`src/rtl/engine_pkg.sv`:
```
// Shared types and constants for the AES round-key sequencing engine:
// key width, default round count and the round controller FSM encoding.
package engine_pkg;

  localparam int KEY_W          = 128;
  localparam int NUM_ROUNDS_DEF = 10;
  localparam int IDX_W          = 4;

  typedef enum logic [1:0] {
    ST_IDLE    = 2'd0,
    ST_KEYREQ  = 2'd1,
    ST_ROUND   = 2'd2,
    ST_RELEASE = 2'd3
  } state_e;

endpackage

```
`src/rtl/engine_round_key_mux.sv`:
```
// Combinational selector that picks one 128-bit round key out of the
// concatenated key schedule; out-of-range indices return zero.
module engine_round_key_mux
  import engine_pkg::*;
#(
  parameter int NUM_KEYS = NUM_ROUNDS_DEF + 1
) (
  input  logic [KEY_W*NUM_KEYS-1:0] keys,
  input  logic [IDX_W-1:0]          sel,
  output logic [KEY_W-1:0]          key
);

  always_comb begin
    key = '0;
    for (int i = 0; i < NUM_KEYS; i++) begin
      if (sel == IDX_W'(i)) key = keys[i*KEY_W +: KEY_W];
    end
  end

endmodule

```
`src/rtl/engine_round_controller.sv`:
```
// Sequences the AES round keys to the round datapath: requests key generation,
// issues rounds 0..NUM_ROUNDS over a valid/ready handshake, then releases the keys.
// Optional key-generation watchdog: define ENGINE_ROUND_CTRL_WATCHDOG_EN.
module engine_round_controller
  import engine_pkg::*;
#(
  parameter int NUM_ROUNDS     = NUM_ROUNDS_DEF,
  parameter int TIMEOUT_CYCLES = 64
) (
  input  logic                            clk,
  input  logic                            rst_,
  input  logic                            start,
  output logic                            key_start,
  input  logic                            transformer_start,
  input  logic [KEY_W*(NUM_ROUNDS+1)-1:0] round_keys,
  output logic [KEY_W-1:0]                round_key,
  output logic [IDX_W-1:0]                round_idx,
  output logic                            round_valid,
  input  logic                            round_ready,
  output logic                            final_round,
  output logic                            busy,
  output logic                            done,
  output logic                            error,
  output logic [1:0]                      dbg_state
);

  // Handshake: a round transfers on any rising clk edge where round_valid and
  // round_ready are both high; round_key/round_idx hold steady until then.

  localparam logic [IDX_W-1:0] LAST_IDX = IDX_W'(NUM_ROUNDS);

  state_e             state_q, state_d;
  logic [IDX_W-1:0]   round_idx_q, round_idx_d;
  logic [KEY_W-1:0]   round_key_q, round_key_d;
  logic               done_q, done_d;
  logic [IDX_W-1:0]   mux_sel;
  logic [KEY_W-1:0]   mux_key;
  logic               hs;
  logic               start_ok;
  logic               wd_expire;

  assign hs       = (state_q == ST_ROUND) && round_ready;
  assign start_ok = (state_q == ST_IDLE) && start && !done_q;
  // Pre-select the key the next register load needs: slice 0 on entry, idx+1 afterwards.
  assign mux_sel  = (state_q == ST_ROUND) ? round_idx_q + 1'b1 : '0;

  engine_round_key_mux #(
    .NUM_KEYS (NUM_ROUNDS + 1)
  ) u_key_mux (
    .keys (round_keys),
    .sel  (mux_sel),
    .key  (mux_key)
  );

`ifdef ENGINE_ROUND_CTRL_WATCHDOG_EN
  localparam int              WD_W    = $clog2(TIMEOUT_CYCLES) + 1;
  localparam logic [WD_W-1:0] WD_LAST = WD_W'(TIMEOUT_CYCLES - 1);

  logic [WD_W-1:0] wd_cnt_q, wd_cnt_d;
  logic            error_q, error_d;

  assign wd_expire = (state_q == ST_KEYREQ) && !transformer_start && (wd_cnt_q == WD_LAST);

  always_comb begin
    wd_cnt_d = '0;
    if ((state_q == ST_KEYREQ) && !transformer_start && !wd_expire) wd_cnt_d = wd_cnt_q + 1'b1;
    error_d = error_q;
    if (start_ok)  error_d = 1'b0;
    if (wd_expire) error_d = 1'b1;
  end

  always_ff @(posedge clk or negedge rst_) begin
    if (!rst_) begin
      wd_cnt_q <= '0;
      error_q  <= 1'b0;
    end else begin
      wd_cnt_q <= wd_cnt_d;
      error_q  <= error_d;
    end
  end

  assign error = error_q;
`else
  assign wd_expire = 1'b0;
  assign error     = 1'b0;
`endif

  always_ff @(posedge clk or negedge rst_) begin
    if (!rst_) begin
      state_q     <= ST_IDLE;
      round_idx_q <= '0;
      round_key_q <= '0;
      done_q      <= 1'b0;
    end else begin
      state_q     <= state_d;
      round_idx_q <= round_idx_d;
      round_key_q <= round_key_d;
      done_q      <= done_d;
    end
  end

  always_comb begin
    state_d     = state_q;
    round_idx_d = round_idx_q;
    round_key_d = round_key_q;
    done_d      = 1'b0;
    case (state_q)
      ST_IDLE: begin
        if (start_ok) state_d = ST_KEYREQ;
      end
      ST_KEYREQ: begin
        if (transformer_start) begin
          state_d     = ST_ROUND;
          round_idx_d = '0;
          round_key_d = mux_key;
        end else if (wd_expire) begin
          state_d = ST_RELEASE;
        end
      end
      ST_ROUND: begin
        if (hs) begin
          if (round_idx_q == LAST_IDX) begin
            state_d = ST_RELEASE;
          end else begin
            round_idx_d = round_idx_q + 1'b1;
            round_key_d = mux_key;
          end
        end
      end
      ST_RELEASE: begin
        if (!transformer_start) begin
          state_d = ST_IDLE;
          done_d  = 1'b1;
        end
      end
      default: state_d = ST_IDLE;
    endcase
  end

  always_comb begin
    key_start   = (state_q == ST_KEYREQ) || (state_q == ST_ROUND);
    round_valid = (state_q == ST_ROUND);
    busy        = (state_q != ST_IDLE);
    final_round = (state_q == ST_ROUND) && (round_idx_q == LAST_IDX);
  end

  assign round_key = round_key_q;
  assign round_idx = round_idx_q;
  assign done      = done_q;
  assign dbg_state = state_q;

endmodule

```
`config.mk`:
```
export PLATFORM = sky130hd
export DESIGN_NAME = engine_round_controller
export DESIGN_NICKNAME = d
export VERILOG_FILES = /design/src/rtl/engine_pkg.sv /design/src/rtl/engine_round_key_mux.sv /design/src/rtl/engine_round_controller.sv
export SDC_FILE = /design/constraint.sdc
export NUM_CORES = 1
export LEC_CHECK = 0
export BUFFER_PORTS_ARGS = -buffer_cell sky130_fd_sc_hd__buf_4
export CAP_MARGIN = 20
export CELL_PAD_IN_SITES_DETAIL_PLACEMENT = 1
export CELL_PAD_IN_SITES_GLOBAL_PLACEMENT = 1
export CORE_AREA = 2 2 606 608
export DETAILED_ROUTE_END_ITERATION = 7
export DIE_AREA = 0 0 608 610
export PLACE_DENSITY_LB_ADDON = 0.1
export SETUP_SLACK_MARGIN = 0.15
export SLEW_MARGIN = 25
export SYNTH_ARGS = -nofsm -noshare
export SYNTH_HDL_FRONTEND = slang
export SYNTH_SLANG_ARGS = --single-unit
```
`constraint.sdc`:
```
create_clock -name clk -period 3.4 [get_ports clk]
set_clock_uncertainty 0.2 [all_clocks]
set_input_delay 0.68 -clock clk [delete_from_list [all_inputs] [get_ports clk]]
set_output_delay 0.68 -clock clk [all_outputs]
set_load 0.05 [all_outputs]
```
==> results of run 1 <==
cell families after synthesis:
kind of cell / after synthesis / synth area share
AO/OA/AOI/OAI: 1125 / 0.494
adder cells (fa/ha/maj): 7 / 0.00526
buffers and inverters: 278 / 0.0808
flip-flops: 135 / 0.203
multiplexers: 77 / 0.0479
other: 1 / 0.000225
AND/OR/NAND/NOR: 578 / 0.168
report_power, final:
group          switching (µW)  internal [µW]
Sequential                711           2460
Combinational           15500           9360
Clock                    1340           1360
placed cells by master (no fill, tap or decap), drive strengths merged, types with 5 or more instances in the layout:
| master | netlist | layout |
|---|---|---|
| o32ai | 16 | 16 |
| nor4 | 5 | 5 |
| o221a | 6 | 6 |
| nand2b | 72 | 72 |
| nor4b | 10 | 10 |
| o2bb2ai | 21 | 21 |
| or3b | 9 | 9 |
| nand3 | 8 | 8 |
| or3 | 9 | 9 |
| mux2i | 55 | 55 |
| o211ai | 14 | 14 |
| a22o | 141 | 141 |
| nor2b | 9 | 9 |
| ha | 7 | 7 |
| nand2 | 53 | 53 |
| diode | 0 | 43 |
| a21oi | 104 | 104 |
| a22oi | 28 | 28 |
| mux2 | 22 | 22 |
| o22ai | 181 | 181 |
| and2 | 20 | 20 |
| a222oi | 69 | 69 |
| nor3 | 14 | 14 |
| o21ai | 232 | 232 |
| inv | 8 | 7 |
| a211o | 5 | 5 |
| buf | 137 | 2029 |
| and3 | 62 | 62 |
| nor2 | 303 | 303 |
| o22a | 17 | 17 |
| a221o | 32 | 32 |
| dfrtp | 135 | 135 |
| a31oi | 6 | 6 |
| o221ai | 23 | 23 |
| a211oi | 26 | 26 |
| a21o | 27 | 27 |
| a221oi | 158 | 158 |
| clkbuf | 133 | 28 |
registers in the layout (all words and copies together), names as in the netlist:
register,cells
dbg_state,2
done,1
round_idx,4
round_key,128
through the flow:
step                      utilization  setup WS, ns  std cells
final                           0.110         0.139       8859
after detailed placement        0.103        -0.379       8703
after CTS                       0.108        0.0441       8785
after global placement          0.103        -0.863       8700
after global routing            0.109        0.0619       8825
after floorplan                     -         0.170       2201
per-layer routing:
| metal | vias to the layer above | share of wire | global-route usage |
|---|---|---|---|
| met1 | 14442 | 0.37 | 0.174 |
| met2 | 1269 | 0.55 | 0.326 |
| met4 | 54 | 0.019 | 0.0250 |
| met3 | 367 | 0.061 | 0.0401 |
| li1 | 12513 | - | - |
| met5 | - | 0.0012 | 0 |
worst register-to-register path: stages (launching register included):
cell      delay [ns]
dfrtp_4         0.51
inv_4           0.07
ha_4            0.25
buf_12          0.15
clkinv_8        0.05
buf_8           0.11
o21ai_4         0.10
buf_12          0.17
buf_4           0.19
buf_4           0.15
a222oi_1        0.48
buf_4           0.24
o22ai_1         0.09
a221oi_2        0.26
o21ai_1         0.11
path summary, 6_finish.rpt:
| path | to | slack, ns | startpoint | cells past startpoint |
|---|---|---|---|---|
| worst min register to register | round_key[78] | 0.30 | round_key[78] | 2 |
| min in group asynchronous | round_key[26] | 0.54 | rst_ | 2 |
| worst max-delay path | round_key[54] | 0.14 | round_idx[0] | 14 |
| max in group asynchronous | round_key[88] | 1.55 | rst_ | 3 |
| worst min-delay path | done | 0.12 | transformer_start | 2 |
| worst max register to register | round_key[54] | 0.14 | round_idx[0] | 14 |
cell type report:
type,count,area [µm²]
fill,43321,324000
timing repair buffer,2036,16900
multi-input combinational,1788,12800
tap,4816,6030
sequential,135,3380
clock buffer,26,574
antenna,43,108
clock inverter,7,97.6
inverter,8,45.0
timing repair:
item	in CTS	in global routing
resized for setup	93	61
cloned	5	2
hold buffers	1	0
pin swaps	38	45
setup buffers	43	31
endpoints found under the setup margin	108	52
endpoints found under the hold margin	17	0
==> impl_metrics.tcl, run 1 <==
set metrics [dict create \
    yosys-top-cells-count "299 x nor2_1, 181 x o22ai_1, 158 x a221oi_1" \
    path_cells "inv_4 > ha_4 > buf_12 > clkinv_8 > buf_8 > o21ai_4 > buf_12 > buf_4 > buf_4 > a222oi_1 > buf_4 > o22ai_1 > a221oi_2 > o21ai_1" \
    synth_area_um2 16700 \
    crit_top_cell "buf_4" \
    max-cap-violations 0 \
    portBuffers 1551 \
    ant_nets 0 \
    max-slew-margin-rel 0.399 \
    vias 28645 \
    root_buffer "clkbuf_16" \
    clockBufferDepth 3 \
    yosys_warnings 0 \
    drive_gt1_frac 0.559 \
    drv_slew 0 \
    rows 222 \
    hp-class "input pin to register" \
    clk_pin_slew_worst_paths_ns 0.09 \
    powerDensity_nw_per_um2 768 \
    yosys.area.top_type "dfrtp_1" \
    overflow 0 \
    dieHeight_um 610 \
    grt_max_degree 55 \
    synth-seq-area-share 0.203 \
    synth_cell_types 67 \
    synth_nets 3621 \
    max_freq_mhz 307 \
    setup_viol_count_final 0 \
    wirelength_mm 317 \
    crit_fanout 7 \
    rsz0062_at_grt "true" \
    ys.flop_type "dfrtp_1" \
    synth_top_cell_area_share 0.203 \
    coreArea_um2 364000 \
    post-route-min-period_ns 3.26 \
    io_pins 1553 \
    cts_tree "done" \
    async_flop_share 1.00 \
    slowest_stage "dfrtp_4" \
    synth_cells 2201 \
    die-area_um2 371000 \
    viasPerCell 3.23 \
    grt_pass1_vias 30938 \
    leakagePower_uw 0.0164 \
    h-tree-depth 4 \
    status "finished clean" \
    tns_ns 0 \
    nets 5410 \
    insertion_delay_ns 0.58 \
    wl_per_cell_um 35.8 \
    fin_hold_ws_ns 0.115 \
    cp.arrival_ns 3.51 \
    criticalPathCategory "register to register" \
    ys_top_cells_by_area "dfrtp_1 20%, a221oi_1 8.3%, a22o_1 7.4%" \
    final_area_um2 40000 \
    antenna_found_initial 186 \
    clock-sinks 135 \
    start_util 0.0457 \
    post-dp-hpwl_mm 270 \
    dr.pass1.iters 6 \
    power_uw 30700 \
    dpl_cell_area_um2 37500 \
    fin_crit_sh 0.959 \
    cp-end-kind "register" \
    worstSetupStartpointType "register" \
    die_w_um 608 \
    cp.required_ns 3.65 \
    grtUsageTotal 0.164 \
    drt_iter0_drc 2024 \
    syn_area_per_cell_um2 7.57 \
    worstMarginPinSlew_ns 0.901 \
    place.gp.congestion 0.839 \
    drc 0 \
    yosys.cell_count.top_type "nor2_1" \
    worst-path-buf-inv 8 \
    ir_drop_mv 0.336 \
    grt_pass1_wl_mm 389 \
    synth-edff-count 0 \
    area_growth_pct 140 \
    cts-buffers-inserted 21 \
    cp_top_family "buffers and inverters" \
    finalHoldViolCount 0 \
    slowest_delay_ns 0.51 \
    ys_ff_latch 135 \
]
Note: power is estimated with default switching activity, not from simulation.
==> inputs of run 2 (changes only) <==
--- a/config.mk
+++ b/config.mk
@@ -9,9 +9,9 @@
 export CAP_MARGIN = 20
 export CELL_PAD_IN_SITES_DETAIL_PLACEMENT = 1
 export CELL_PAD_IN_SITES_GLOBAL_PLACEMENT = 1
-export CORE_AREA = 2 2 606 608
+export CORE_AREA = 4 4 608 610
 export DETAILED_ROUTE_END_ITERATION = 7
-export DIE_AREA = 0 0 608 610
+export DIE_AREA = 0 0 612 614
 export PLACE_DENSITY_LB_ADDON = 0.1
 export SETUP_SLACK_MARGIN = 0.15
 export SLEW_MARGIN = 25
==> impl_metrics.tcl, run 2 (synthesis gave the netlist of run 1 again) <==
set metrics [dict create \
    seq_area_um2 3380 \
    criticalPathCategory "register to register" \
    ir_drop_mv 0.579 \
    overflow 0 \
    max-cap-violations 0 \
    max-slew-margin-rel 0.280 \
    clk_pin_slew_worst_paths_ns 0.09 \
    portBuffers 1551 \
    rows 222 \
    status "finished, violations left" \
    post-dp-hpwl_mm 269 \
    start_util 0.0457 \
    p_int_uw 13300 \
    seq_power_share 0.102 \
    multi_input_area_um2 13000 \
    cts_tree "done" \
    clock-sinks 135 \
    switching_power_uw 17700 \
    io_pins 1553 \
    hp-class "input pin to register" \
    root_buffer "clkbuf_16" \
    largest_register_ffs 128 \
    crit_fanout 6 \
    r2r_cells 11 \
    drv_slew 0 \
    drc 0 \
    antenna_found_initial 177 \
    switching_share 0.571 \
    grt_pass1_vias 31114 \
    rsz0062_at_grt "true" \
    drt_iter0_drc 1878 \
    die-area_um2 376000 \
    final_common_cell "buf_4" \
    worstSetupStartpointType "register" \
    cp.required_ns 3.64 \
    ant_nets 0 \
    dr.pass1.iters 6 \
    die_w_um 612 \
    crit_end "round_key[91]" \
    nets 5357 \
    vias 28480 \
    wl_per_cell_um 36.4 \
    grt_max_degree 80 \
    wirelength_mm 320 \
    final_area_um2 39900 \
    dpl_cell_area_um2 37100 \
    clockPowerShare 0.088 \
    drive_gt1_frac 0.559 \
    leakagePower_uw 0.0163 \
    violations "negative setup slack" \
    viasPerCell 3.24 \
    insertion_delay_ns 0.57 \
    clockBufferDepth 3 \
    max_freq_mhz 289 \
    tns_ns -0.0865 \
    grt_pass1_wl_mm 389 \
    final.fill_count 43185 \
    comb_power_share 0.809 \
    cts-buffers-inserted 21 \
    worstMarginPinSlew_ns 1.08 \
    grtUsageTotal 0.162 \
    dieHeight_um 614 \
    area_growth_pct 139 \
    startpoint "round_idx[0]" \
    coreArea_um2 364000 \
    dpl_worst_slack_ns -0.939 \
    powerDensity_nw_per_um2 775 \
    fin_crit_sh 1.02 \
    cp.arrival_ns 3.71 \
    dp.cells 8655 \
    setup_viol_count_final 2 \
    fin_ws_ns -0.0647 \
    r2r_slack_ns -0.06 \
    cp-end-kind "register" \
    final_cell_mix "1,834 x buf_4, 293 x nor2_1, 161 x o22ai_1" \
    r2r-end "round_key[91]" \
    place.gp.congestion 0.795 \
    h-tree-depth 4 \
    r2r-start "round_idx[0]" \
    post-route-min-period_ns 3.46 \
    finalNonFillerCells 8789 \
    finalHoldViolCount 0 \
]
## run 2: cell count changes in the layout (fill, tap and decap cells not counted), sizes merged, moves of 2 or more
cell    previous run  this run
buf             2029      1975
diode             43        28
clkbuf            28        24
bufinv             2         4
## run 2: layout make-up
cell class / instances / area share
Antenna cell: 28 / 0.00176
Clock buffer: 23 / 0.0136
Clock inverter: 8 / 0.00358
Inverter: 8 / 0.000941
Multi-Input combinational cell: 1788 / 0.327
Sequential cell: 135 / 0.0848
Tap cell: 4816 / 0.151
Timing Repair Buffer: 1983 / 0.418
## run 2: power by group through the flow
stage / clock network (µW) / logic, µW / registers (µW)
6_report: 2730 / 25000 / 3170
5_1_grt: 2930 / 26500 / 3260
4_1_cts: 2960 / 25700 / 3190
3_5_place_dp: 0 / 24000 / 3190
3_3_place_gp: 0 / 24000 / 3220
2_1_floorplan: 0 / 7990 / 5550
## run 2: how the worst min path moves through the flow
stage                      from              to  slack (ns)  depth (start not counted)
5_1_grt        round_keys[1015]  round_key[119]        0.14                          3
2_1_floorplan              rst_    dbg_state[0]        0.18                          0
4_1_cts        round_keys[1369]   round_key[89]        0.09                          3
3_5_place_dp      round_key[78]   round_key[78]        0.28                          2
6_report       round_keys[1369]   round_key[89]        0.19                          3
3_3_place_gp     round_key[113]  round_key[113]        0.27                          2
## run 2: metal layers
layer	part of all wire	global-route usage	vias to the layer above	wire length [µm]
met5	0.0014	0	-	450
met1	0.38	0.176	14435	120000
met4	0.014	0.0187	66	4350
met3	0.051	0.0338	328	16400
li1	-	-	12396	-
met2	0.56	0.324	1255	178000
## run 2: critical path, cell delays in order (launching register included)
cell      delay (ns)
dfrtp_4         0.52
inv_4           0.07
ha_4            0.21
buf_12          0.14
nor2b_4         0.16
buf_12          0.15
buf_4           0.16
a22o_4          0.29
a222oi_1        0.77
o22ai_1         0.19
a221oi_2        0.35
o21ai_1         0.09
## run 2: what timing repair did
item	CTS	global route
gates cloned	10	1
gates resized for setup	152	50
pin swaps	94	75
hold buffers	2	0
setup buffers	48	14
setup endpoints to repair	97	91
hold endpoints to repair	34	0
## run 2: per-stage QoR
stage          power (µW)  hold slack (ns)  utilization
5_1_grt             32700            0.142        0.109
4_1_cts             31900           0.0897        0.108
3_5_place_dp        27200            0.281        0.102
3_3_place_gp        27200            0.271        0.102
6_report            30900            0.185        0.109
2_1_floorplan       13500            0.184            -
